[src/rtl/fetch_unit_if.sv]
// Instruction-memory fetch channel: req/addr from the fetch unit, ack/rdata from memory.
// rdata is valid when both req and ack are high.
interface fetch_unit_if #(
  parameter int unsigned ADDR_W = 8
);
  logic              req;
  logic [ADDR_W-1:0] addr;
  logic              ack;
  logic [15:0]       rdata;

  modport master (output req, addr, input ack, rdata);
  modport slave  (input req, addr, output ack, rdata);
endinterface

[src/rtl/fetch_unit.sv]
// Multicycle-CPU fetch unit: holds PC and IR, fetches over req/ack, applies PC strobes.
// Optional fetch watchdog enabled by defining FETCH_TIMEOUT_EN.
module fetch_unit #(
  parameter int unsigned ADDR_W  = 8,
  parameter int unsigned TIMEOUT = 15
) (
  input  logic              clk,
  input  logic              rst,
  input  logic              pc_write,
  input  logic              pc_write_cond,
  input  logic [1:0]        pc_src,
  input  logic              zero,
  fetch_unit_if.master      imem,
  output logic [ADDR_W-1:0] pc,
  output logic              instr_valid,
  output logic [3:0]        opcode,
  output logic [3:0]        rd,
  output logic [3:0]        rs,
  output logic [3:0]        rt,
  output logic [7:0]        imm8,
  output logic [11:0]       jtarget,
  output logic              fetch_err
);

  typedef enum logic [1:0] {S_IDLE, S_FETCH, S_VALID} state_t;

  state_t            state, state_nxt;
  logic [15:0]       ir;
  logic              req;
  logic              load_ir;
  logic              load_pc;
  logic [ADDR_W-1:0] pc_inc;
  logic [ADDR_W-1:0] br_target;
  logic [ADDR_W-1:0] jmp_target;
  logic [ADDR_W-1:0] next_pc;
  logic signed [7:0] imm_s;

  always_ff @(posedge clk or posedge rst) begin
    if (rst) state <= S_IDLE;
    else     state <= state_nxt;
  end

  always_comb begin
    state_nxt   = state;
    req         = 1'b0;
    instr_valid = 1'b0;
    load_ir     = 1'b0;
    load_pc     = 1'b0;
    case (state)
      S_IDLE:  state_nxt = S_FETCH;
      S_FETCH: begin
        req = 1'b1;
        if (imem.ack) begin
          load_ir   = 1'b1;
          state_nxt = S_VALID;
        end
      end
      S_VALID: begin
        instr_valid = 1'b1;
        if (pc_write || pc_write_cond) begin
          load_pc   = 1'b1;
          state_nxt = S_FETCH;
        end
      end
      default: state_nxt = S_IDLE;
    endcase
  end

  assign imem.req  = req;
  assign imem.addr = pc;

  // The size casts sign-extend the branch offset and zero-extend/truncate the jump field.
  assign imm_s      = ir[7:0];
  assign pc_inc     = pc + ADDR_W'(1);
  assign br_target  = pc_inc + ADDR_W'(imm_s);
  assign jmp_target = ADDR_W'(ir[11:0]);

  always_comb begin
    next_pc = pc_inc;
    if (pc_write_cond) begin
      next_pc = zero ? br_target : pc_inc;
    end else begin
      case (pc_src)
        2'b01:   next_pc = br_target;
        2'b10:   next_pc = jmp_target;
        default: next_pc = pc_inc;
      endcase
    end
  end

  always_ff @(posedge clk or posedge rst) begin
    if (rst) begin
      pc <= '0;
      ir <= '0;
    end else begin
      if (load_ir) ir <= imem.rdata;
      if (load_pc) pc <= next_pc;
    end
  end

  assign opcode  = ir[15:12];
  assign rd      = ir[11:8];
  assign rs      = ir[7:4];
  assign rt      = ir[3:0];
  assign imm8    = ir[7:0];
  assign jtarget = ir[11:0];

`ifdef FETCH_TIMEOUT_EN
  localparam int unsigned CNT_W = $clog2(TIMEOUT + 1);

  logic [CNT_W-1:0] wd_cnt;

  // Counter idles at zero outside S_FETCH, so every entry into S_FETCH starts fresh.
  always_ff @(posedge clk or posedge rst) begin
    if (rst) begin
      wd_cnt    <= '0;
      fetch_err <= 1'b0;
    end else if (state != S_FETCH || imem.ack) begin
      wd_cnt <= '0;
    end else if (wd_cnt == CNT_W'(TIMEOUT - 1)) begin
      wd_cnt    <= '0;
      fetch_err <= 1'b1;
    end else begin
      wd_cnt <= wd_cnt + CNT_W'(1);
    end
  end
`else
  logic unused_timeout;
  assign unused_timeout = ^TIMEOUT;
  assign fetch_err      = 1'b0;
`endif

endmodule

[src/flat_wrapper.sv]
// flat-port wrapper written by rule: the top's interface ports become plain ports
module fetch_unit_flat 
#(
  parameter int unsigned ADDR_W  = 8,
  parameter int unsigned TIMEOUT = 15
)
  (clk, rst, pc_write, pc_write_cond, pc_src, zero, pc, instr_valid, opcode, rd, rs, rt, imm8, jtarget, fetch_err, imem_req, imem_addr, imem_ack, imem_rdata);
  fetch_unit_if #(.ADDR_W(ADDR_W)) imem_i ();
  input  logic clk;
  input  logic rst;
  input  logic pc_write;
  input  logic pc_write_cond;
  input  logic [1:0] pc_src;
  input  logic zero;
  output logic [ADDR_W-1:0] pc;
  output logic instr_valid;
  output logic [3:0] opcode;
  output logic [3:0] rd;
  output logic [3:0] rs;
  output logic [3:0] rt;
  output logic [7:0] imm8;
  output logic [11:0] jtarget;
  output logic fetch_err;
  output wire logic [$bits(imem_i.req)-1:0] imem_req;
  output wire logic [$bits(imem_i.addr)-1:0] imem_addr;
  input wire logic [$bits(imem_i.ack)-1:0] imem_ack;
  input wire logic [$bits(imem_i.rdata)-1:0] imem_rdata;
  assign imem_req = imem_i.req;
  assign imem_addr = imem_i.addr;
  assign imem_i.ack = imem_ack;
  assign imem_i.rdata = imem_rdata;
  fetch_unit #(.ADDR_W(ADDR_W), .TIMEOUT(TIMEOUT)) u_core (.clk(clk), .rst(rst), .pc_write(pc_write), .pc_write_cond(pc_write_cond), .pc_src(pc_src), .zero(zero), .imem(imem_i), .pc(pc), .instr_valid(instr_valid), .opcode(opcode), .rd(rd), .rs(rs), .rt(rt), .imm8(imm8), .jtarget(jtarget), .fetch_err(fetch_err));
endmodule
[config.mk]
export PLATFORM = sky130hd
export DESIGN_NAME = fetch_unit_flat
export DESIGN_NICKNAME = d
export VERILOG_FILES = /design/src/rtl/fetch_unit_if.sv /design/src/rtl/fetch_unit.sv /design/src/flat_wrapper.sv
export SDC_FILE = /design/constraint.sdc
export NUM_CORES = 1
export LEC_CHECK = 0
export BUFFER_PORTS_ARGS = -buffer_cell sky130_fd_sc_hd__buf_2
export CAP_MARGIN = 5
export CORE_ASPECT_RATIO = 1.4
export CORE_UTILIZATION = 30
export DETAILED_ROUTE_END_ITERATION = 10
export GPL_TIMING_DRIVEN = 0
export MAX_ROUTING_LAYER = met4
export PLACE_DENSITY = 0.53
export SLEW_MARGIN = 20
export SYNTH_ARGS = -nofsm -noshare
export SYNTH_HDL_FRONTEND = slang
export SYNTH_SLANG_ARGS = --single-unit
[constraint.sdc]
create_clock -name clk -period 2.8 [get_ports clk]
set_input_delay 0.42 -clock clk [delete_from_list [all_inputs] [get_ports clk]]
set_output_delay 0.42 -clock clk [all_outputs]
set_load 0.005 [all_outputs]
* After elaboration in Yosys (flattened, before gate mapping)
Cells that the tools add are included.
** Storage, ports and cells
- Flip-flop bits (word level) :: 26
- Bits in latches :: 0
- Memory bits (writable) :: 0
- ROM bits :: 0
- Bits of input ports :: 24
- Output and inout port bits :: 55
- Word-level logic and storage cells :: 26
- Memories :: 0
** Operators by class
- $add $sub $neg :: 2
- Multiply operators :: 0
- Div/mod/pow operators :: 0
- Magnitude comparators :: 0
- Eq/ne operators :: 6
- Shifts and indexed selects :: 0
- Muxes and demuxes :: 12
- Bitwise gates (word level) :: 0
- Reductions and logical operators :: 3
** Operators with widths (number)
- $mux 8 :: 2
- $pmux 8 s2 :: 1
- $add 8x1->8 const B :: 1
- $add 8x8->8 :: 1
- $mux 1 :: 6
- $pmux 2 s3 :: 1
- $eq 2x1->1 const B :: 2
- $eq 2x2->1 const B :: 2
- $mux 2 :: 2
- $logic_not 2->1 :: 1
- $ne 2x1->1 const B :: 1
- $ne 2x2->1 const B :: 1
- $reduce_and 2->1 :: 1
- $logic_or 1x1->1 :: 1

* Depth between registers and ports, before layout
- Word-level depth :: 4
- Mapped depth :: 11

* Worst setup path after synthesis
Ideal clock, no wire load.
- Kind :: register -> register
- Start :: register u_core.pc[0], in the netlist u_core.imem.addr[0]
- End :: register u_core.pc[7], in the netlist u_core.imem.addr[7]
- Library setup time :: 0.140 ns
- Arrival :: 2.440 ns
- Data required time :: 2.660 ns
- Path slack :: 0.220 ns
- Stages on the path, launching flop included :: 11
- Buffers on the path :: 1
- Period minus slack after synthesis :: 2.580 ns
- Path through :: dfrtp_1 > ha_1 > nand3_1 > xnor2_1 > ha_1 > buf_2 > a21o_1 > a2111oi_0 > o311ai_1 > xnor2_1 > o221ai_1
** Between the ends
- Cells in the longest elaborated chain, start to end :: 4
- Elaborated cells on any way between the ends :: 5
- Classes of those cells :: 2 x add/sub; 3 x mux
** RTL lines
- from (decl) :: line fetch_unit.sv:14 : output logic [ADDR_W-1:0] pc,
- from (signal assigned) :: line fetch_unit.sv:97 : if (load_pc) pc <= next_pc;
- $add 8x1->8 * :: line fetch_unit.sv:74 : assign pc_inc = pc + ADDR_W'(1);
- $add 8x8->8 :: line fetch_unit.sv:75 : assign br_target = pc_inc + ADDR_W'(imm_s);
- $pmux 8 s2 or $mux 8 (tied branches) :: line fetch_unit.sv:83, fetch_unit.sv:81
- $mux 8 * :: line fetch_unit.sv:80 : if (pc_write_cond) begin
Mark *: on every way between the ends. The rest lies on a longest branch, timed or not.
A chain may end at the register's enable or synchronous reset.

* Worst setup path after layout
- Start :: register u_core.pc[0], in the netlist u_core.imem.addr[0]
- End :: register u_core.pc[6], in the netlist u_core.imem.addr[6]
The elaborated chain is that of the path after synthesis.

==> impl_metrics.ini <==
[status]
status = finished, final reports clean

[layout]
multi_input_area_mm2 = 0.00121
fin_cells = 396
design_area_mm2 = 0.00280
antenna_cells = 0
fillCellCount = 667
final_util_pct = 42.3
regArea_um2 = 657
fin_nets = 341
drive_gt1_share_pct = 52.0
synthToLayoutAreaGrowth_pct = 34.9

[floorplanning]
io-pin-count = 79
initial_core_util_pct = 31.4
die_w_um = 72.3
core_mm2 = 0.00661
dieArea_mm2 = 0.00725
die_y_um = 100
rows = 35

[timing]
period_share_pct = 96.2
finalSetupTns_ns = 0
max_freq_ghz = 0.371
slew_violations = 0
tightest_slew_ns = 0.580
period_needed_ns = 2.69
relSlewSlack_pct = 61.3
timing.final.ws_setup_ns = 0.105
skew_ns = 0.00358
worst_hold_slack_ns = 0.184
hold_viol = 0
setup_violations = 0

[pwr]
peakVddDrop_uv = 551
power.leakage_nw = 1.35
total_power_mw = 3.51
powerDensity_mw_per_mm2 = 1260

[cts]
tritoncts = yes
numCtsBuffers = 3
htreeDepth = 1
clockBufferDepth = 2
cts.sinks = 26
cts_root_buf = clkbuf_8
clk_latency_ns = 0.28
path_clk_slew_ns = 0.10

[global_routing]
grt_pass1_vias = 1681
grtUsageTotal_pct = 14.4
grt_pass1_wl_mm = 8.07
grt_overflow_total = 0
antenna_found_initial = 0
grt_max_degree = 27

[routing]
route.vias.total = 1863
drt_iter0_markers = 59
drtPass1Iterations = 4
avgRoutedWirePerCell_um = 12.8
drt_wl_total_mm = 5.06
vias_per_cell = 4.70
ant_nets = 0
drc = 0

[setup_path]
startpoint = u_core.imem.addr[0]$_DFFE_PP0P_
cp.required_ns = 3.00
r2r_end = u_core.imem.addr[6]$_DFFE_PP0P_
crit_chain = buf_12 > buf_4 > inv_1 > ha_1 > inv_1 > fa_1 > nor2b_1 > o21a_1 > o21ai_2 > and4b_1 > a311o_1 > a211oi_2
cp_data_arrival_time_ns = 2.90
crit_type = register to register
crit_end = u_core.imem.addr[6]$_DFFE_PP0P_
reg2reg_from = u_core.imem.addr[0]$_DFFE_PP0P_
cpMaxStageDelayCell = dfrtp_2
worst-r2r-setup-slack_ns = 0.11
critPathLaunchType = register
rr_worst_depth = 12
worst_path_largest_cell_delay_ns = 0.47
endpoint_kind = register
worstPathMaxFanout = 5
critical_path.most_common_cell = inv_1

[synth]
synth-edff-count = 0
synth_top_family_by_area = compound AO/OA/AOI/OAI gates
ys_warn_count = 0
syn_avg_cell_area_um2 = 9.60
yosys_register_bits = 26
synthAdderAreaFrac_pct = 7.60
yosys.area_share.simple_pct = 12.6
ys_seq_area_share_pct = 31.4
syn_nets = 252
synthCells = 216
ys.flop_type = dfrtp_1
synthMuxAreaShare_pct = 11.6
syn_area_mm2 = 0.00207
synth_compound_area_share_pct = 16.8
synth.distinct_cells = 51
synth-async-reset-ratio_pct = 100
post_synth_xor_area_fraction_pct = 5.73

[placed_design]
place_hpwl_mm = 3.94
dp_cells = 384
place_area_mm2 = 0.00257
portBuffers = 76
dpl_worst_slack_ns = -0.174
gp_congestion = 0.821

[worst_hold_path]
hp-class = input pin to async pin

[job]
timing.max_cap.violations = 0
Yosys cell counts, types with 3 or more instances:
cell type,instances,area share [%]
a211oi_1,3,1.1
a21oi_1,5,1.2
a221o_1,3,1.4
a31oi_1,3,0.91
buf_4,29,11
clkbuf_1,8,1.4
dfrtp_1,26,31
ha_1,11,6.6
inv_1,9,1.6
mux2_2,17,9.2
mux2i_1,5,2.4
nand2_1,14,2.5
nand2b_1,3,0.91
nand3_1,6,1.4
nor2_1,7,1.3
nor2b_1,6,1.8
o21ai_0,4,0.97
o21ai_1,7,1.7
or3_1,3,0.91
xnor2_1,6,2.5
xor2_1,3,1.3
placed cells by master, fill, tap and decap left out, types with 2 or more instances in the layout:
cell type / netlist / final
inv_1: 9 / 8
or3_1: 3 / 3
o21ai_0: 4 / 4
dfrtp_2: 0 / 5
nand3_1: 6 / 6
nor2_1: 7 / 7
xnor2_2: 0 / 2
a211oi_2: 1 / 2
o21ai_1: 7 / 6
buf_2: 2 / 77
ha_1: 11 / 10
nand2_1: 14 / 14
buf_4: 29 / 37
a221o_1: 3 / 3
nor2b_1: 6 / 6
a21oi_1: 5 / 4
xor2_1: 3 / 2
xnor2_1: 6 / 4
o31ai_1: 2 / 2
mux2_2: 17 / 17
clkbuf_1: 8 / 8
mux2i_1: 5 / 5
clkbuf_8: 0 / 3
a31oi_1: 3 / 3
dfrtp_1: 26 / 21
a211oi_1: 3 / 2
xor2_2: 1 / 2
nor3_1: 2 / 2
a311o_1: 2 / 2
and2_1: 2 / 2
nand2b_1: 3 / 3
o21a_1: 2 / 2
layout make-up:
cell class	count	area share (%)
multi-input cells	142	43.1
flip-flops and latches	26	23.5
repair buffers	85	16.5
plain buffers	38	9.04
well taps	92	4.12
clock buffers	3	1.48
inverters	9	1.21
clock inverters	1	1.07
report_power, final:
part,internal (mW),switching [mW]
clock,0.192,0.133
combinational,1.32,1.07
sequential,0.561,0.234
per-layer routing:
layer | up-vias | track usage, % | part of all wire [%]
met2 | 50 | 24.3 | 51
met5 | - | - | 0
li1 | 926 | - | -
met1 | 882 | 18.3 | 44
met3 | 5 | 1.31 | 3.6
met4 | 0 | 3.77 | 1.2
kinds of logic (layout without fill, tap and decap cells):
group | after synthesis | in the layout
simple gates | 50 | 50
compound gates | 46 | 46
flops | 26 | 26
xor+xnor | 11 | 11
mux | 22 | 22
buf+inv | 48 | 136
fa+ha+maj | 12 | 12
other cells | 1 | 1
critical path, delay by kind of cell, from the launching register on:
family	cells	cell delay [ns]
buffers and inverters	4	0.37
flip-flops	1	0.47
adder cells (fa/ha/maj)	2	0.59
AO/OA/AOI/OAI	4	0.84
AND/OR/NAND/NOR	2	0.33
worst min path at each step:
stage / startpoint / to / slack, ns / cells past startpoint
finish: rst / u_core.ir[10]$_DFFE_PP0P_ / 0.18 / 2
floorplan: u_core.state[1]$_DFFE_PP0P_ / u_core.state[0]$_DFFE_PP0P_ / 0.45 / 1
global route: rst / u_core.ir[10]$_DFFE_PP0P_ / 0.23 / 2
CTS: imem_rdata[2] / u_core.ir[2]$_DFFE_PP0P_ / 0.36 / 2
global placement: u_core.state[1]$_DFFE_PP0P_ / u_core.state[0]$_DFFE_PP0P_ / 0.46 / 1
detailed placement: u_core.state[1]$_DFFE_PP0P_ / u_core.state[0]$_DFFE_PP0P_ / 0.48 / 1
sequential cells by signal (all words and copies together) (netlist names):
register          cells
u_core.imem.addr      8
u_core.ir            16
u_core.state          2
what timing repair did:
action	CTS	global route
pin swaps	0	7
setup endpoints to repair	3	3
buffers inserted	0	9
gates resized for setup	6	12
hold buffers	0	0
No activity file was read; power rests on OpenSTA's default activity.
